### src/rtl/ecg_hybrid_decoder_pkg.sv
// ecg_hybrid_decoder_pkg
// Shared definitions for the hybrid RLC/GRC ECG decoder: token-type encoding,
// in_data field positions, the k-code map (decoder and encoder direction) and
// the decoder FSM state type.
package ecg_hybrid_decoder_pkg;

  localparam int DATA_W    = 12;  // token payload width
  localparam int DELTA_W   = 18;  // GRC delta arithmetic width (signed)

  // in_data field positions
  localparam int KCODE_MSB = 11;
  localparam int KCODE_LSB = 10;
  localparam int Q_MSB     = 9;
  localparam int Q_LSB     = 6;
  localparam int R_MSB     = 5;
  localparam int R_LSB     = 0;
  localparam int RUN_MSB   = 5;
  localparam int RUN_LSB   = 0;

  // token type encoding
  localparam logic TOK_RLC = 1'b0;
  localparam logic TOK_GRC = 1'b1;

  // k-code map
  localparam logic [1:0] KCODE_BAD = 2'b00;
  localparam logic [1:0] KCODE_K3  = 2'b01;
  localparam logic [1:0] KCODE_K4  = 2'b10;
  localparam logic [1:0] KCODE_K5  = 2'b11;

  typedef enum logic [1:0] {
    ST_IDLE     = 2'b00,
    ST_WAIT_TOK = 2'b01,
    ST_RUN_EMIT = 2'b10,
    ST_GRC_EMIT = 2'b11
  } state_e;

  // decoder direction: k code -> shift amount (0 for the illegal code)
  function automatic logic [2:0] kcode_to_k(input logic [1:0] kcode);
    logic [2:0] k;
    case (kcode)
      KCODE_K3: k = 3'd3;
      KCODE_K4: k = 3'd4;
      KCODE_K5: k = 3'd5;
      default:  k = 3'd0;
    endcase
    return k;
  endfunction

  // encoder direction: shift amount -> k code (KCODE_BAD if not encodable)
  function automatic logic [1:0] k_to_kcode(input logic [2:0] k);
    logic [1:0] kcode;
    case (k)
      3'd3:    kcode = KCODE_K3;
      3'd4:    kcode = KCODE_K4;
      3'd5:    kcode = KCODE_K5;
      default: kcode = KCODE_BAD;
    endcase
    return kcode;
  endfunction

endpackage

### src/rtl/ecg_hybrid_decoder_grc_delta.sv
// ecg_grc_delta
// Combinational GRC token decode: delta = ((q <<< k) + r) <<< k at DELTA_W
// bits signed. r is the low k+1 bits of the r field, sign-extended.
// Ports:
//   i_data      token payload (k code, signed q, signed r)
//   o_delta     signed decoded delta
//   o_kcode_ok  0 when the k code is the illegal 00 value
module ecg_grc_delta
  import ecg_hybrid_decoder_pkg::*;
(
  input  logic [DATA_W-1:0]         i_data,
  output logic signed [DELTA_W-1:0] o_delta,
  output logic                      o_kcode_ok
);

  logic [1:0]                w_kcode;
  logic [2:0]                w_k;
  logic [5:0]                w_r_field;
  logic signed [DELTA_W-1:0] w_q;
  logic signed [DELTA_W-1:0] w_r;
  logic signed [DELTA_W-1:0] w_mid;

  assign w_kcode    = i_data[KCODE_MSB:KCODE_LSB];
  assign w_k        = kcode_to_k(w_kcode);
  assign o_kcode_ok = (w_kcode != KCODE_BAD);
  assign w_r_field  = i_data[R_MSB:R_LSB];
  assign w_q        = {{(DELTA_W-4){i_data[Q_MSB]}}, i_data[Q_MSB:Q_LSB]};

  // Select the k+1 low bits of the r field and sign-extend them
  always_comb begin
    w_r = {DELTA_W{1'b0}};
    case (w_k)
      3'd3:    w_r = {{(DELTA_W-4){w_r_field[3]}}, w_r_field[3:0]};
      3'd4:    w_r = {{(DELTA_W-5){w_r_field[4]}}, w_r_field[4:0]};
      3'd5:    w_r = {{(DELTA_W-6){w_r_field[5]}}, w_r_field[5:0]};
      default: w_r = {DELTA_W{1'b0}};
    endcase
  end

  assign w_mid   = (w_q <<< w_k) + w_r;
  assign o_delta = w_mid <<< w_k;

endmodule

### src/rtl/ecg_hybrid_decoder.sv
// ecg_hybrid_decoder
// Reconstructs ECG samples from a baseline plus a stream of RLC run tokens
// (repeat the predictor) and GRC tokens (predictor + decoded delta, saturated).
// Ports:
//   clk, rst_n                 clock, async active-low reset
//   base_valid, base           load predictor / start a new frame
//   in_valid/in_ready          token handshake; in_type selects RLC (0) / GRC (1)
//   in_data                    token payload
//   out_valid/out_ready        sample handshake; out_sample, out_index
//   frame_done                 pulse when the last sample of a frame is accepted
//   err                        sticky protocol error, cleared by base_valid
module ecg_hybrid_decoder
  import ecg_hybrid_decoder_pkg::*;
#(
  parameter int FRAME_LEN = 8,
  parameter int SAMPLE_W  = 16
) (
  input  logic                         clk,
  input  logic                         rst_n,
  input  logic                         base_valid,
  input  logic signed [SAMPLE_W-1:0]   base,
  input  logic                         in_valid,
  output logic                         in_ready,
  input  logic                         in_type,
  input  logic [DATA_W-1:0]            in_data,
  output logic                         out_valid,
  input  logic                         out_ready,
  output logic signed [SAMPLE_W-1:0]   out_sample,
  output logic [$clog2(FRAME_LEN)-1:0] out_index,
  output logic                         frame_done,
  output logic                         err
);

  localparam int IDX_W = $clog2(FRAME_LEN);
  localparam int CNT_W = 7;  // holds run counts up to 63 and frame sizes up to 32
  localparam int SUM_W = SAMPLE_W + DELTA_W;

  state_e                     r_state, w_nxt_state;
  logic signed [SAMPLE_W-1:0] r_pred, w_nxt_pred;
  logic [IDX_W-1:0]           r_idx, w_nxt_idx;          // index of the next sample to load
  logic [5:0]                 r_run_cnt, w_nxt_run_cnt;  // run samples still to load
  logic                       r_out_valid, w_nxt_out_valid;
  logic signed [SAMPLE_W-1:0] r_out_sample, w_nxt_out_sample;
  logic [IDX_W-1:0]           r_out_index, w_nxt_out_index;
  logic                       r_err, w_nxt_err;

  logic signed [DELTA_W-1:0]  w_delta;
  logic                       w_kcode_ok;
  logic signed [SUM_W-1:0]    w_sum, w_max, w_min;
  logic signed [SAMPLE_W-1:0] w_sat;
  logic [CNT_W-1:0]           w_rem, w_run_len, w_emit_len;
  logic                       w_in_ready, w_out_fire, w_tok_fire;

  ecg_grc_delta u_grc_delta (
    .i_data     (in_data),
    .o_delta    (w_delta),
    .o_kcode_ok (w_kcode_ok)
  );

  assign w_sum = {{(SUM_W-SAMPLE_W){r_pred[SAMPLE_W-1]}}, r_pred}
               + {{(SUM_W-DELTA_W){w_delta[DELTA_W-1]}}, w_delta};
  assign w_max = {{(SUM_W-SAMPLE_W+1){1'b0}}, {(SAMPLE_W-1){1'b1}}};
  assign w_min = {{(SUM_W-SAMPLE_W+1){1'b1}}, {(SAMPLE_W-1){1'b0}}};
  assign w_sat = (w_sum > w_max) ? w_max[SAMPLE_W-1:0] :
                 (w_sum < w_min) ? w_min[SAMPLE_W-1:0] : w_sum[SAMPLE_W-1:0];

  // A run never crosses a frame boundary: clip it to the samples left in this frame
  assign w_rem      = CNT_W'(FRAME_LEN) - CNT_W'(r_idx);
  assign w_run_len  = {1'b0, in_data[RUN_MSB:RUN_LSB]};
  assign w_emit_len = (w_run_len > w_rem) ? w_rem : w_run_len;

  assign w_out_fire = r_out_valid && out_ready;
  assign w_tok_fire = in_valid && w_in_ready;

  // Next-state and datapath update
  always_comb begin
    w_nxt_state      = r_state;
    w_nxt_pred       = r_pred;
    w_nxt_idx        = r_idx;
    w_nxt_run_cnt    = r_run_cnt;
    w_nxt_out_valid  = r_out_valid;
    w_nxt_out_sample = r_out_sample;
    w_nxt_out_index  = r_out_index;
    w_nxt_err        = r_err;
    w_in_ready       = 1'b0;
    if (base_valid) begin
      // baseline wins over everything, including a token offered this cycle
      w_nxt_state     = ST_WAIT_TOK;
      w_nxt_pred      = base;
      w_nxt_idx       = {IDX_W{1'b0}};
      w_nxt_run_cnt   = 6'd0;
      w_nxt_out_valid = 1'b0;
      w_nxt_out_index = {IDX_W{1'b0}};
      w_nxt_err       = 1'b0;
    end else begin
      case (r_state)
        ST_IDLE: begin
          w_nxt_state = ST_IDLE;
        end
        ST_WAIT_TOK: begin
          w_in_ready = !r_out_valid || out_ready;
          if (w_tok_fire) begin
            case (in_type)
              TOK_GRC: begin
                if (w_kcode_ok) begin
                  w_nxt_pred       = w_sat;
                  w_nxt_out_valid  = 1'b1;
                  w_nxt_out_sample = w_sat;
                  w_nxt_out_index  = r_idx;
                  w_nxt_idx        = r_idx + IDX_W'(1);
                  w_nxt_state      = ST_GRC_EMIT;
                end else begin
                  w_nxt_err = 1'b1;
                end
              end
              TOK_RLC: begin
                if (w_run_len == {CNT_W{1'b0}}) begin
                  w_nxt_err = 1'b1;
                end else begin
                  if (w_run_len > w_rem) begin
                    w_nxt_err = 1'b1;
                  end else begin
                    w_nxt_err = r_err;
                  end
                  w_nxt_out_valid  = 1'b1;
                  w_nxt_out_sample = r_pred;
                  w_nxt_out_index  = r_idx;
                  w_nxt_idx        = r_idx + IDX_W'(1);
                  w_nxt_run_cnt    = 6'(w_emit_len - 7'd1);
                  w_nxt_state      = ST_RUN_EMIT;
                end
              end
              default: begin
                w_nxt_err = 1'b1;
              end
            endcase
          end else begin
            w_nxt_state = ST_WAIT_TOK;
          end
        end
        ST_RUN_EMIT: begin
          if (w_out_fire) begin
            if (r_run_cnt != 6'd0) begin
              w_nxt_out_sample = r_pred;
              w_nxt_out_index  = r_idx;
              w_nxt_idx        = r_idx + IDX_W'(1);
              w_nxt_run_cnt    = r_run_cnt - 6'd1;
            end else begin
              w_nxt_out_valid = 1'b0;
              w_nxt_state     = ST_WAIT_TOK;
            end
          end else begin
            w_nxt_state = ST_RUN_EMIT;
          end
        end
        ST_GRC_EMIT: begin
          if (w_out_fire) begin
            w_nxt_out_valid = 1'b0;
            w_nxt_state     = ST_WAIT_TOK;
          end else begin
            w_nxt_state = ST_GRC_EMIT;
          end
        end
        default: begin
          w_nxt_state     = ST_IDLE;
          w_nxt_out_valid = 1'b0;
        end
      endcase
    end
  end

  // FSM state register
  always_ff @(posedge clk or negedge rst_n) begin
    if (!rst_n) begin
      r_state <= ST_IDLE;
    end else begin
      r_state <= w_nxt_state;
    end
  end

  // Predictor, run counter, output and error registers
  always_ff @(posedge clk or negedge rst_n) begin
    if (!rst_n) begin
      r_pred       <= {SAMPLE_W{1'b0}};
      r_idx        <= {IDX_W{1'b0}};
      r_run_cnt    <= 6'd0;
      r_out_valid  <= 1'b0;
      r_out_sample <= {SAMPLE_W{1'b0}};
      r_out_index  <= {IDX_W{1'b0}};
      r_err        <= 1'b0;
    end else begin
      r_pred       <= w_nxt_pred;
      r_idx        <= w_nxt_idx;
      r_run_cnt    <= w_nxt_run_cnt;
      r_out_valid  <= w_nxt_out_valid;
      r_out_sample <= w_nxt_out_sample;
      r_out_index  <= w_nxt_out_index;
      r_err        <= w_nxt_err;
    end
  end

  assign in_ready   = w_in_ready;
  assign out_valid  = r_out_valid;
  assign out_sample = r_out_sample;
  assign out_index  = r_out_index;
  assign err        = r_err;
  assign frame_done = w_out_fire && (r_out_index == IDX_W'(FRAME_LEN - 1));

endmodule

### config.mk
export PLATFORM = sky130hd
export DESIGN_NAME = ecg_hybrid_decoder
export DESIGN_NICKNAME = d
export VERILOG_FILES = /design/src/rtl/ecg_hybrid_decoder_pkg.sv /design/src/rtl/ecg_hybrid_decoder_grc_delta.sv /design/src/rtl/ecg_hybrid_decoder.sv
export SDC_FILE = /design/constraint.sdc
export NUM_CORES = 1
export LEC_CHECK = 0
export CAP_MARGIN = 0
export CORE_MARGIN = 3
export CORE_UTILIZATION = 45
export CTS_CLUSTER_SIZE = 25
export DETAILED_ROUTE_END_ITERATION = 10
export GPL_TIMING_DRIVEN = 0
export PLACE_DENSITY = 0.67
export SLEW_MARGIN = 15
export SYNTH_ARGS = -nofsm -noshare
export SYNTH_HDL_FRONTEND = slang
export SYNTH_SLANG_ARGS = --single-unit
export TNS_END_PERCENT = 20
### constraint.sdc
create_clock -name clk -period 3.7 [get_ports clk]
set_input_delay 0.37 -clock clk [delete_from_list [all_inputs] [get_ports clk]]
set_output_delay 0.37 -clock clk [all_outputs]
set_load 0.02 [all_outputs]
==> summary.txt, run 1 <==
status: complete, but fails checks
failing checks: negative setup slack
Register-to-Register Setup Slack: 390 ps
Synth warnings: 0
Internal: 2040 µW
Worst Max-Slew Pin Slew: 905 ps
Yosys cell types: 72
prevailing post-synth register cell: dfrtp_1
pwr dens: 607 nW/µm²
worst hold path startpoint: out_sample[15]
Worst Skew: 6.75 ps
switch share: 46.7%
critical path required time: 3900 ps
most common cell in the synthesized netlist: nor2_1
Mapped Nets: 699
crit path from: in_data[10]
Core Region: 10500 µm²
Skew-Pair Late Insertion Delay: 300 ps
share of cells above drive strength 1: 17.0%
H-tree Lvls: 2
WHS Endpoint: out_sample[15]
part of the power in registers: 21.0%
Final setup viols: 32
post-route DRC violation count: 0
Die X: 111 µm
number of port buffers: 55
Arr. time, crit path: 5140 ps
GPL Wtd Cong: 0.924
number of global-route vias before repair: 4900
post-synthesis sequential area ratio: 24.4%
post-synthesis async set-or-reset flop share: 100%
Total Nets Final: 786
clock share of power: 9.6%
root buf cell: clkbuf_8
post-DR vias/cell: 5.96
DIE AREA: 12200 µm²
synthesized cell area: 4930 µm²
HP Class: reg2reg
post-route ant nets: 0
first-pass GRT wire length: 23500 µm
WHS Path Cells: 2
post-synthesis average cell area: 7.94 µm²
final WL: 14300 µm
commonest cells in the netlist: nor2_1, a21oi_1, dfrtp_1
CP Capture Type: flop
Yosys top cell by area: dfrtp_1
endpoints failing hold: 0
Sink Count: 48
worst reg-to-reg path cell count: 14
CTS Buf Count: 5
RSZ-0062 raised after global routing: yes
FP Rows: 37
r2r startpoint: r_idx[0]
Post-DP HPWL: 10900 µm
Worst setup SP type: primary input
Lkg Pwr: 0.00265 µW
Peak Freq: 202 MHz
Slew Viols, Final: 0
Net Sw Power: 1780 µW
combinational power share: 69.4%
Ports: 57
Initial Utilization: 46.9%
top post-synthesis cells by area: dfrtp_1, ha_1, nor2_1
Clock Pin Slew Worst Setup and Hold Paths: 90 ps
maximum buffer depth of the clock tree: 2
grt total ovfl: 0
Yosys reg bits: 48
EDFF count, synth: 0
initial antenna violation count: 0
ANT cells: 0
DR pass1 iterations: 5
crit path kind: in2reg
TritonCTS clock tree: built
Yosys top cell area share: 24.4%
via count: 5022
setup ws final: -1240 ps
Max-Cap Viols: 0
area grow syn2layout: 27.6%
RR Endpoint: r_run_cnt[4]
Syn Inst Count: 621
Pwr Total: 3820 µW
post-layout util: 59.8%
WL per Instance: 17.0 µm
fin crit share: 134%
1st-iter DRT viols: 293
Max IR drop VDD: 0.515 mV
critical path fanouts, max: 6
relative slew slack: 39.4%
largest net degree at the start of global routing: 34
crit path time final: 4940 ps
Die Span Y: 111 µm
GRT Util Overall: 22.7%
-- state kept, by name, summed over array words and instances, names as in the netlist --
name	cells
err	1
out_index	3
out_sample	16
out_valid	1
r_idx	3
r_pred	16
r_run_cnt	6
r_state	2
-- power by group through the flow --
stage          registers (µW)  clock network, µW  logic (µW)
3_5_place_dp              809                  0        2350
3_3_place_gp              809                  0        2310
4_1_cts                   803                377        2480
6_report                  803                366        2650
5_1_grt                   821                402        2900
2_1_floorplan             890                  0        1630
-- what timing repair did --
item	4_1_cts	5_1_grt
hold buffers	1	0
pin swaps	30	22
cloned	1	1
resized for setup	48	23
endpoints found under the setup margin	32	32
buffers inserted	14	8
hold endpoints to repair	15	0
-- per-layer routing --
layer	vias to the layer above	wire length, µm	GRT usage [%]
li1	2431	-	-
met1	2412	6320	29.6
met2	152	7060	38.9
met3	27	613	3.06
met4	0	349	7.22
met5	-	0	0
-- per-stage QoR --
step	setup slack [ps]	cell area [µm²]	std cells	setup TNS, ps	hold slack, ps
finish	-1240	6290	843	-36900	484
global route	-1480	6290	843	-44070	519
CTS	-1150	6140	834	-35000	489
detailed placement	-2470	5790	813	-75500	311
global placement	-2320	5780	812	-71230	467
floorplan	-1110	5060	621	-33140	74.4
-- worst max path at each step --
| stage | to | slack, ps | cells past startpoint |
|---|---|---|---|
| after floorplan | out_sample[10] | -1110 | 25 |
| after global placement | out_sample[14] | -2320 | 23 |
| after detailed placement | out_sample[10] | -2470 | 23 |
| after CTS | out_sample[10] | -1150 | 25 |
| after global routing | out_sample[10] | -1480 | 25 |
| final | out_sample[10] | -1240 | 25 |
-- worst max-delay path: stages --
cell	delay, ps
buf_12	110
clkbuf_16	140
nor2_4	150
and2_4	180
ha_4	130
inv_2	30
fa_2	330
nor2b_1	140
o21ai_2	80
a21boi_2	200
o31a_1	250
o22ai_2	110
xor2_1	250
inv_1	100
mux4_2	520
ha_4	310
nand4_1	230
nor3_2	240
nand3_2	140
and3b_2	270
nor4_2	200
a21o_1	210
buf_6	160
a211oi_4	60
o31ai_2	240
-- cell families (layout without fill, tap and decap cells) --
group | Yosys count | after routing | synth area share (%)
XOR/XNOR | 23 | 23 | 4.09
flip-flops | 48 | 48 | 24.4
buffers and inverters | 62 | 148 | 5.30
adder cells (fa/ha/maj) | 44 | 44 | 11.5
multiplexers | 21 | 21 | 5.33
AO/OA/AOI/OAI | 211 | 211 | 28.1
AND/OR/NAND/NOR | 212 | 212 | 21.4
-- cell usage in the layout, fill, tap and decap left out, drive strengths merged, types with 5 or more instances in the layout --
master / n
nand2: 46
nand4: 5
dlygate4sd2: 8
o21ai: 67
a31oi: 11
and2: 13
ha: 42
or3: 6
clkbuf: 23
o31ai: 5
xnor2: 18
nor4: 5
buf: 40
a21o: 8
nor2: 79
a211oi: 15
inv: 30
xor2: 5
nand2b: 8
nor2b: 10
a22oi: 16
nand3: 17
mux2i: 15
nor3: 9
clkdlybuf4s50: 45
dfrtp: 48
a21oi: 53
-- final cells by class --
class	instances	area, µm²
Fill cell	991	4220
Multi-Input combinational cell	511	3740
Sequential cell	48	1200
Timing Repair Buffer	81	754
Buffer	31	210
Tap cell	136	170
Inverter	30	113
Clock buffer	5	68.8
Clock inverter	1	30.0
Power figures use the tool's default switching activity.
==> inputs of run 2 (changes only) <==
Settings changed: CORE_ASPECT_RATIO from default to 1.4.
==> summary.txt, run 2 (synthesis results as in run 1) <==
status: complete, but fails checks
failing checks: negative setup slack
WL met3: 450 µm
grt total ovfl: 0
fin crit share: 133%
routed length on met1: 6200 µm
Lkg Pwr: 0.00280 µW
WL per Instance: 18.3 µm
ANT cells: 0
part of the power in registers: 18.5%
clock share of power: 15.1%
initial antenna violation count: 0
Worst setup SP type: primary input
largest net degree at the start of global routing: 31
fill count: 875
Worst Max-Slew Pin Slew: 887 ps
switch share: 44.6%
Total Nets Final: 795
Pwr Total: 4390 µW
GPL Wtd Cong: 0.922
H-tree Lvls: 2
RSZ-0062 raised after global routing: yes
number of port buffers: 55
root buf cell: clkbuf_16
1st-iter DRT viols: 339
CTS Buf Count: 5
Hold WS: 32.3 ps
FF+latch area: 1200 µm²
share of cells above drive strength 1: 22.0%
CP Capture Type: flop
setup ws final: -1210 ps
Post-CTS Hold Buffers: 0
TritonCTS clock tree: built
post-route ant nets: 0
post-DR vias/cell: 5.92
RR Endpoint: r_run_cnt[4]
DR pass1 iterations: 5
crit path time final: 4910 ps
most common cell after layout, fill and taps aside: nor2_1
maximum buffer depth of the clock tree: 2
Worst Skew: 10.2 ps
final WL: 15700 µm
pwr dens: 654 nW/µm²
Skew-Pair Late Insertion Delay: 300 ps
area grow syn2layout: 36.1%
DIE AREA: 12300 µm²
crit path kind: in2reg
Post-DP HPWL: 11400 µm
Ports: 57
crit path from: in_data[11]
Net Sw Power: 1960 µW
Core Region: 10500 µm²
Initial Utilization: 46.9%
Multi-input gate area: 3930 µm²
worst reg-to-reg path cell count: 14
critical path required time: 3910 ps
post-route DRC violation count: 0
Max IR drop VDD: 0.488 mV
relative slew slack: 40.6%
top sig layer: met4
r2r startpoint: r_idx[0]
Die X: 94.5 µm
Register-to-Register Setup Slack: 330 ps
number of global-route vias before repair: 5051
Final setup viols: 32
met2 wire len: 8550 µm
Arr. time, crit path: 5120 ps
via count: 5065
FP Rows: 44
Internal: 2430 µW
endpoints failing hold: 0
Die Span Y: 130 µm
Max-Cap Viols: 0
critical path fanouts, max: 6
Slew Viols, Final: 0
critical path endpoint: out_sample[10]
HP Class: in2async
most frequent cells in the layout: nor2_1, dfrtp_1, clkdlybuf4s50_1
Peak Freq: 203 MHz
first-pass GRT wire length: 24400 µm
Sink Count: 48
combinational power share: 66.4%
Clock Pin Slew Worst Setup and Hold Paths: 70 ps
GRT Util Overall: 24.9%
run 2: cell types whose count changed in the layout (fill, tap and decap cells not counted), sizes merged:
cell / delta
buf: +10
bufinv: +2
dlygate4sd3: -1
run 2: power groups by stage:
stage | sequential (µW) | combinational (µW) | clock (µW)
5_1_grt | 829 | 3140 | 693
6_report | 812 | 2910 | 664
3_3_place_gp | 810 | 2330 | 0
2_1_floorplan | 890 | 1630 | 0
3_5_place_dp | 817 | 2370 | 0
4_1_cts | 811 | 2700 | 672
run 2: worst max-delay path, cell delays in order:
cell	delay, ps
buf_8	100
buf_8	130
nor2_4	170
and2_4	190
ha_4	130
inv_2	30
fa_2	340
nor2b_2	140
o21ai_2	90
a21boi_4	140
o31a_1	240
o22ai_2	110
xor2_1	240
inv_1	90
mux4_2	520
ha_4	330
nand4_1	120
buf_6	170
a211oi_4	240
nor2_4	70
nand4b_1	110
nor4b_4	340
a21o_1	220
buf_6	150
a211oi_4	60
o31ai_2	240
run 2: through the flow:
stage / instance area [µm²] / util [%] / TNS [ps] / instances / setup slack (ps)
after detailed placement: 5800 / 55.1 / -75370 / 815 / -2470
final: 6710 / 63.8 / -36640 / 856 / -1210
after floorplan: 5060 / - / -33140 / 621 / -1110
after CTS: 6440 / 61.2 / -33630 / 848 / -1090
after global routing: 6710 / 63.8 / -44360 / 856 / -1460
after global placement: 5780 / 55.0 / -70460 / 814 / -2290
run 2: repair_timing:
item,in CTS,in global routing
buffers inserted,26,7
pin swaps,42,21
gates resized for setup,74,42
endpoints found under the hold margin,0,0
cloned,1,1
endpoints found under the setup margin,32,32
run 2: worst min-delay path by stage:
stage                     endpoint  slack [ps]  depth (start not counted)
global route             out_valid          50                          1
global placement    out_sample[15]         470                          2
detailed placement    out_index[0]         360                          1
floorplan                      err          70                          0
CTS                   out_index[0]          50                          1
finish                    r_idx[0]          30                          1
run 2: per-layer routing:
layer / global-route usage, % / vias up
li1: - / 2449
met1: 28.6 / 2441
met2: 47.3 / 142
met3: 2.77 / 33
met4: 8.33 / 0
met5: 0 / -
run 2: final cells by class:
type / count / share of cell area (%)
clock buffer: 5 / 1.86
tap: 138 / 2.57
timing repair buffer: 91 / 12.8
buffer: 30 / 3.24
inverter: 30 / 1.68
sequential: 48 / 17.9
clock inverter: 3 / 1.34
multi-input combinational: 511 / 58.6
